--- config.mk ---
export PLATFORM = sky130hd
export DESIGN_NAME = regex_cpu_windowed
export DESIGN_NICKNAME = d
export VERILOG_FILES = /design/src/rtl/regex_cpu_windowed.sv
export SDC_FILE = /design/constraint.sdc
export NUM_CORES = 1
export LEC_CHECK = 0
export BUFFER_PORTS_ARGS = -buffer_cell sky130_fd_sc_hd__buf_2
export CORE_MARGIN = 2
export CORE_UTILIZATION = 47
export DETAILED_ROUTE_END_ITERATION = 8
export GPL_ROUTABILITY_DRIVEN = 0
export PLACE_DENSITY = 0.81
export SYNTH_ARGS = -nofsm -noshare
export SYNTH_HDL_FRONTEND = slang
export SYNTH_SLANG_ARGS = --single-unit
--- constraint.sdc ---
create_clock -name clk -period 3.1 [get_ports clk]
set_input_delay 0.62 -clock clk [delete_from_list [all_inputs] [get_ports clk]]
set_output_delay 0.62 -clock clk [all_outputs]
set_load 0.01 [all_outputs]
--- src/rtl/regex_cpu_windowed.sv ---
// regex_cpu_windowed: single-thread regex VM core working on a window of CC_WINDOW characters
module regex_cpu_windowed #(
  parameter int PC_WIDTH          = 8,
  parameter int CHARACTER_WIDTH   = 8,
  parameter int CC_ID_BITS        = 2,
  parameter int OPCODE_WIDTH      = 3,
  parameter int DATA_WIDTH        = 13,
  parameter int MEMORY_ADDR_WIDTH = 11,
  localparam int CC_WINDOW        = 2 ** CC_ID_BITS,
  localparam int INSTR_W          = OPCODE_WIDTH + DATA_WIDTH
) (
  input  logic                                 clk,
  input  logic                                 reset,
  input  logic [CC_WINDOW*CHARACTER_WIDTH-1:0] window_chars,
  input  logic                                 input_pc_valid,
  input  logic [PC_WIDTH-1:0]                  input_pc,
  input  logic [CC_ID_BITS-1:0]                input_cc_id,
  output logic                                 input_pc_ready,
  output logic                                 memory_valid,
  output logic [MEMORY_ADDR_WIDTH-1:0]         memory_addr,
  input  logic                                 memory_ready,
  input  logic                                 memory_data_valid,
  input  logic [INSTR_W-1:0]                   memory_data,
  output logic                                 output_pc_valid,
  output logic [PC_WIDTH-1:0]                  output_pc,
  output logic [CC_ID_BITS-1:0]                output_cc_id,
  input  logic                                 output_pc_ready,
  output logic                                 accepts,
  output logic                                 busy
);
  localparam logic [OPCODE_WIDTH-1:0] OP_ACCEPT         = 0;
  localparam logic [OPCODE_WIDTH-1:0] OP_SPLIT          = 1;
  localparam logic [OPCODE_WIDTH-1:0] OP_MATCH          = 2;
  localparam logic [OPCODE_WIDTH-1:0] OP_JMP            = 3;
  localparam logic [OPCODE_WIDTH-1:0] OP_END            = 4;
  localparam logic [OPCODE_WIDTH-1:0] OP_MATCH_ANY      = 5;
  localparam logic [OPCODE_WIDTH-1:0] OP_NOT_MATCH      = 6;
  localparam logic [OPCODE_WIDTH-1:0] OP_ACCEPT_PARTIAL = 7;

  typedef enum logic [2:0] {S_IDLE, S_FETCH_SEND, S_FETCH_WAIT, S_EXEC_1, S_EXEC_2} state_t;

  state_t                     state, state_n;
  logic [PC_WIDTH-1:0]        pc, pc_inc, d_pc, emit_pc;
  logic [CC_ID_BITS-1:0]      cc_id, cc_inc, emit_cc;
  logic [INSTR_W-1:0]         instr;
  logic [OPCODE_WIDTH-1:0]    opcode;
  logic [DATA_WIDTH-1:0]      d;
  logic [CHARACTER_WIDTH-1:0] c, d_char;
  logic                       emit, done, take;

  assign opcode = instr[INSTR_W-1 -: OPCODE_WIDTH];
  assign d      = instr[DATA_WIDTH-1:0];
  assign d_pc   = d[PC_WIDTH-1:0];
  assign d_char = d[CHARACTER_WIDTH-1:0];
  assign c      = window_chars[cc_id*CHARACTER_WIDTH +: CHARACTER_WIDTH];
  assign pc_inc = pc + 1'b1;
  assign cc_inc = cc_id + 1'b1;

  always_comb begin
    state_n      = state;
    memory_valid = 1'b0;
    emit         = 1'b0;
    emit_pc      = pc_inc;
    emit_cc      = cc_id;
    accepts      = 1'b0;
    done         = 1'b0;
    case (state)
      S_IDLE:       state_n = input_pc_valid ? S_FETCH_SEND : S_IDLE;
      S_FETCH_SEND: begin
        memory_valid = 1'b1;
        state_n      = memory_ready ? S_FETCH_WAIT : S_FETCH_SEND;
      end
      S_FETCH_WAIT: state_n = memory_data_valid ? S_EXEC_1 : S_FETCH_WAIT;
      S_EXEC_1: begin
        accepts = (opcode == OP_ACCEPT && c == '0) || opcode == OP_ACCEPT_PARTIAL;
        emit    = opcode == OP_SPLIT || opcode == OP_JMP ||
                  (opcode == OP_MATCH && c == d_char) ||
                  (opcode == OP_MATCH_ANY && c != '0) ||
                  (opcode == OP_NOT_MATCH && DATA_WIDTH'(c) != d && c != '0);
        emit_pc = opcode == OP_JMP ? d_pc : pc_inc;
        emit_cc = (opcode == OP_SPLIT || opcode == OP_JMP) ? cc_id : cc_inc;
        if (opcode == OP_SPLIT)
          state_n = output_pc_ready ? S_EXEC_2 : S_EXEC_1;
        else
          done = !emit || output_pc_ready;
      end
      S_EXEC_2: begin
        emit    = 1'b1;
        emit_pc = d_pc;
        done    = output_pc_ready;
      end
      default:      state_n = S_IDLE;
    endcase
    // a finishing thread may hand over directly to the next waiting one
    if (done) state_n = input_pc_valid ? S_FETCH_SEND : S_IDLE;
  end

  assign input_pc_ready  = state == S_IDLE || done;
  assign take            = input_pc_ready && input_pc_valid;
  assign memory_addr     = MEMORY_ADDR_WIDTH'(pc);
  assign output_pc_valid = emit;
  assign output_pc       = emit ? emit_pc : '0;
  assign output_cc_id    = emit ? emit_cc : '0;
  assign busy            = state != S_IDLE;

  always_ff @(posedge clk) begin
    if (reset) begin
      state <= S_IDLE;
      pc    <= '0;
      cc_id <= '0;
      instr <= {OP_END, {DATA_WIDTH{1'b0}}};
    end else begin
      state <= state_n;
      if (take) begin
        pc    <= input_pc;
        cc_id <= input_cc_id;
      end
      if (state == S_FETCH_WAIT && memory_data_valid) instr <= memory_data;
    end
  end
endmodule

After elaboration in Yosys (flattened, before gate mapping)
Cells that the tools add are included.
{"block": "op_classes", "n_mux": 18, "reduce_logical": 21, "n_shift": 1, "n_eq_ne": 14, "addsub": 2}
{"op": "32-bit by 6-bit indexed part select with 8-bit output", "n": 1}
{"op": "8-bit 2-to-1 mux", "n": 2}
{"op": "8-bit one-hot mux with 2 select lines", "n": 1}
{"op": "3-bit one-hot mux with 5 select lines", "n": 1}
{"op": "8-bit by 13-bit inequality test with 1-bit output", "n": 1}
{"op": "3-bit by 2-bit == test with 1-bit output, second input constant", "n": 4}
{"op": "3-bit == test, second input constant", "n": 4}
{"op": "3-bit 2-to-1 mux", "n": 3}
{"op": "8-bit by 1-bit adder with 8-bit output, second input constant", "n": 1}
{"op": "8-bit == test", "n": 1}
{"op": "8-bit zero test", "n": 1}
{"op": "2-bit 2-to-1 mux", "n": 4}
{"op": "8-bit nonzero test", "n": 1}
{"op": "1-bit logical AND", "n": 7}
{"op": "1-bit logical OR", "n": 7}
{"op": "3-bit by 1-bit == test with 1-bit output, second input constant", "n": 2}
{"op": "3-bit zero test", "n": 2}
{"op": "1-bit 2-to-1 mux", "n": 5}
{"op": "1-bit one-hot mux with 2 select lines", "n": 2}
{"op": "3-bit inequality test, second input constant", "n": 1}
{"op": "3-bit nonzero test", "n": 1}
{"op": "2-bit by 1-bit adder with 2-bit output, second input constant", "n": 1}
{"op": "2-bit inequality test, second input constant", "n": 1}
{"op": "2-bit AND reduction", "n": 1}
{"op": "1-bit zero test", "n": 1}
{"block": "totals", "wordCells": 60, "regBits": 29, "output_inout_bits": 26}

Logic depth before layout (Yosys ltp)
{"block": "logic_depth", "depth_word": 12, "ltp_mapped": 9}

Worst setup path before layout
Ideal clock, no wire load.
{"block": "synth_path", "kind": "reg-to-output", "from": "register cc_id[0]", "to": "output output_pc[2]", "setup_slack_ns": 0.054, "path_stages_with_launch": 10, "n_path_buf": 2, "t_required_ns": 2.480, "arrival_time_ns": 2.426, "cell_sequence": "dfxtp_1 -> buf_4 -> mux4_2 -> xnor2_1 -> nand4_1 -> o21a_1 -> nor3_1 -> a31oi_1 -> buf_2 -> a211oi_1"}
{"block": "synth_via", "elab_chain_cells": 8, "elab_cells_between_ends": 13, "cone_classes": "eq/ne (2); shift (1); mux (2); reduce/logical (8)"}
{"element": "start, declared", "line_no": "44", "text": "logic [CC_ID_BITS-1:0] cc_id, cc_inc, emit_cc;"}
{"element": "start signal, assigned", "line_no": "116", "text": "cc_id <= input_cc_id;"}
{"element": "32-bit by 6-bit indexed part select with 8-bit output *", "line_no": "55", "text": "assign c = window_chars[cc_id*CHARACTER_WIDTH +: CHARACTER_WIDTH];"}
{"element": "8-bit == test", "line_no": "77", "text": "(opcode == OP_MATCH && c == d_char) ||"}
{"element": "1-bit logical AND", "line_no": "77"}
{"element": "1-bit logical OR", "line_no": "76", "text": "emit = opcode == OP_SPLIT || opcode == OP_JMP ||"}
{"element": "1-bit logical OR", "line_no": "77"}
{"element": "1-bit logical OR *", "line_no": "78", "text": "(opcode == OP_MATCH_ANY && c != '0) ||"}
{"element": "1-bit one-hot mux with 2 select lines *", "line_no": "67", "text": "case (state)"}
{"element": "8-bit 2-to-1 mux *", "line_no": "102", "text": "assign output_pc = emit ? emit_pc : '0;"}
{"element": "end, declared", "line_no": "25", "text": "output logic [PC_WIDTH-1:0] output_pc,"}
Every way passes the cells marked *; elsewhere a longest branch is shown, timed or not.

Worst setup path in the final report
{"block": "layout_path", "from": "register cc_id[0]", "to": "output output_pc[6]"}
The elaborated chain is that of the path after synthesis.

==> impl_metrics.ini <==
[run_status]
status = finished, violations left
violations = setup timing

[setup_path]
rr_worst_depth = 10
worstPathCellList = buf_12 -> mux4_2 -> xnor2_2 -> nand4_1 -> o21a_1 -> nor3_2 -> a31oi_1 -> buf_4 -> a211oi_2 -> buf_2
path_class = flop to output pin
rr_endpoint = state[0]
max_stage_delay_ns = 0.53
crit_start = cc_id[0]
start_kind = flop
worstPathArrival_ns = 2.80
end_kind = output pin
r2r-start = cc_id[0]
cp_slowest_cell = mux4_2
cp_max_fo = 6
crit_path_end = output_pc[6]
required_ns = 2.48
regToRegSetupSlack_ns = 0.23

[layout]
syn_to_final_growth_pct = 42.1
fin_cells = 387
layout-drive-gt1-share = 0.409
nFillCells = 278
antenna_cells = 0
num-nets-final = 401

[timing]
worstMarginPinSlew_ns = 1.23
layout_setup_ws_ns = -0.317
fin_hold_ws_ns = 0.460
slew_viol_final = 0
final.setup_skew_ns = 0.00525
fmax_ghz = 0.293
grt_setup_unrepaired = yes
final.setup.tns_ns = -3.04
post-route-min-period_ns = 3.42
slew_headroom = 0.178
fin_crit_sh = 1.10
setup_viol = 12
final-hold-violation-count = 0

[synthesis]
netlist_top_cells_area = dfxtp_1, mux4_2, nand2_1, mux2i_1, xnor2_1
synth_ff_type = dfxtp_1
synth.avg_cell_area_um2 = 8.05
yosysSeqAreaShare = 0.304
synth_top_area_cell = dfxtp_1
synth_top_area_frac = 0.304
yosysMostFrequentCell = nand2_1
async_flop_share = 0
synth_cell_types = 36
netlist_instances = 237
yosys-top-cells-count = nand2_1, dfxtp_1, a21oi_1
yosysWarningCount = 0
synth-edff-count = 0
mappedNetlistArea_um2 = 1910
ys_ff_latch = 29

[floorplan]
ioPinCount = 90
core_um2 = 3940
die_w_um = 67.7
die_y_um = 67.7
start_util = 0.484
die_area_um2 = 4580
rows = 23

[placement]
port-buffer-count = 86
placed_cells = 375
dpl.hpwl_um = 4270

[clock_network]
htreeDepth = 2
clkSinkCount = 29
clock_latency_ns = 0.29
clkTransAtPathRegs_ns = 0.06
clock_path_buffers = 2
numCtsBuffers = 5
postCtsHoldBufs = 0
clock-root-buffer = clkbuf_8
cts_tree = yes

[worst_hold_path]
hp-class = flop to flop
min_from = instr[8]

[global_routing]
track_usage = 0.259
grt_busiest_layer = met2
grt_pass1_vias = 1965
grt_max_degree = 23
grt_use_met3 = 0.0883
use_met2 = 0.435
grt_pass1_wl_um = 8730
antenna_found_initial = 0
grt.met1_usage = 0.291
grt-ovfl-total = 0

[drt]
ant_nets = 0
drtIter0Drc = 154
wirelength_um = 5910
dr_total_vias = 2140
drt-vias-per-instance = 5.53
drc = 0
post_drt_wl_per_cell_um = 15.3
drt_first_pass_iters = 5

[pwr]
powerDensity_nw_per_um2 = 427
power_mw = 1.16
leakage_nw = 1.21
ir_drop_mv = 0.378

[job]
max-cap-violations = 0
==> per-stage QoR <==
step                      worst slack, ns  utilization  instance area (µm²)
final                              -0.317        0.687                 2710
after CTS                          -0.192        0.667                 2630
after detailed placement           -0.223        0.630                 2480
after global placement             -0.104        0.630                 2480
after floorplan                    0.0541            -                 1910
after global routing               -0.413        0.687                 2710
==> placed cells by master, fill, tap and decap left out, types with 2 or more instances in the layout <==
| cell | count |
|---|---|
| nor3_1 | 3 |
| o21a_1 | 2 |
| mux4_2 | 10 |
| nor4_1 | 10 |
| a21oi_1 | 20 |
| xnor2_1 | 8 |
| a211oi_2 | 4 |
| nor2_1 | 18 |
| a211oi_1 | 4 |
| clkbuf_8 | 7 |
| buf_12 | 3 |
| xnor2_2 | 4 |
| inv_1 | 8 |
| nor3b_1 | 2 |
| buf_4 | 16 |
| nand3_1 | 5 |
| a31oi_1 | 2 |
| conb_1 | 3 |
| mux2i_1 | 12 |
| nand2_1 | 55 |
| buf_2 | 86 |
| nand4_1 | 3 |
| dfxtp_1 | 28 |
| xor2_1 | 4 |
==> repair_timing <==
item | 4_1_cts | 5_1_grt
setup buffers | 0 | 2
pin swaps | 5 | 6
resized for setup | 8 | 7
cloned | 1 | 1
endpoints found under the setup margin | 12 | 12
==> how the worst min path moves through the flow <==
stage	to	depth (start not counted)	slack (ns)
floorplan	instr[10]	2	0.44
global placement	instr[10]	2	0.44
detailed placement	instr[11]	2	0.45
CTS	instr[10]	2	0.47
global route	instr[9]	2	0.49
finish	instr[8]	2	0.46
==> layer usage <==
layer  wire (µm)  part of all wire
met4         182             0.031
met1        2180              0.37
met3         505             0.086
met2        3040              0.51
met5           0                 0
==> logic make-up after synthesis <==
kind of cell / share of synthesized area
XOR/XNOR: 0.0735
other: 0.00197
adder cells (fa/ha/maj): 0.00656
buffers and inverters: 0.0623
AND/OR/NAND/NOR: 0.246
AO/OA/AOI/OAI: 0.124
flip-flops: 0.304
multiplexers: 0.181
==> worst max-delay path, delay by kind of cell (launching register included) <==
kind / cells / cell delay (ns)
buffers and inverters: 3 / 0.49
muxes: 1 / 0.53
and+or+nand+nor: 2 / 0.38
DFF: 1 / 0.38
xor gates and xnor gates: 1 / 0.18
AOI/OAI and AO/OA: 3 / 0.53
==> layout make-up <==
type | count | area [µm²] | share of cell area
Timing Repair Buffer | 107 | 647 | 0.239
Clock buffer | 7 | 96.3 | 0.0355
Tap cell | 50 | 62.6 | 0.0231
Sequential cell | 29 | 584 | 0.216
Multi-Input combinational cell | 185 | 1280 | 0.474
Inverter | 8 | 30.0 | 0.0111
Clock inverter | 1 | 5.00 | 0.00185
==> power breakdown <==
group,leakage (nW),internal [mW],switching [mW]
Sequential,0.237,0.401,0.0399
Clock,0.0542,0.200,0.148
Combinational,0.921,0.202,0.165
Total,1.21,0.803,0.353
==> registers in the layout, indices dropped and copies added (netlist names) <==
signal / cells
cc_id: 2
state: 3
pc: 8
instr: 16
No activity file was read; power rests on OpenSTA's default activity.
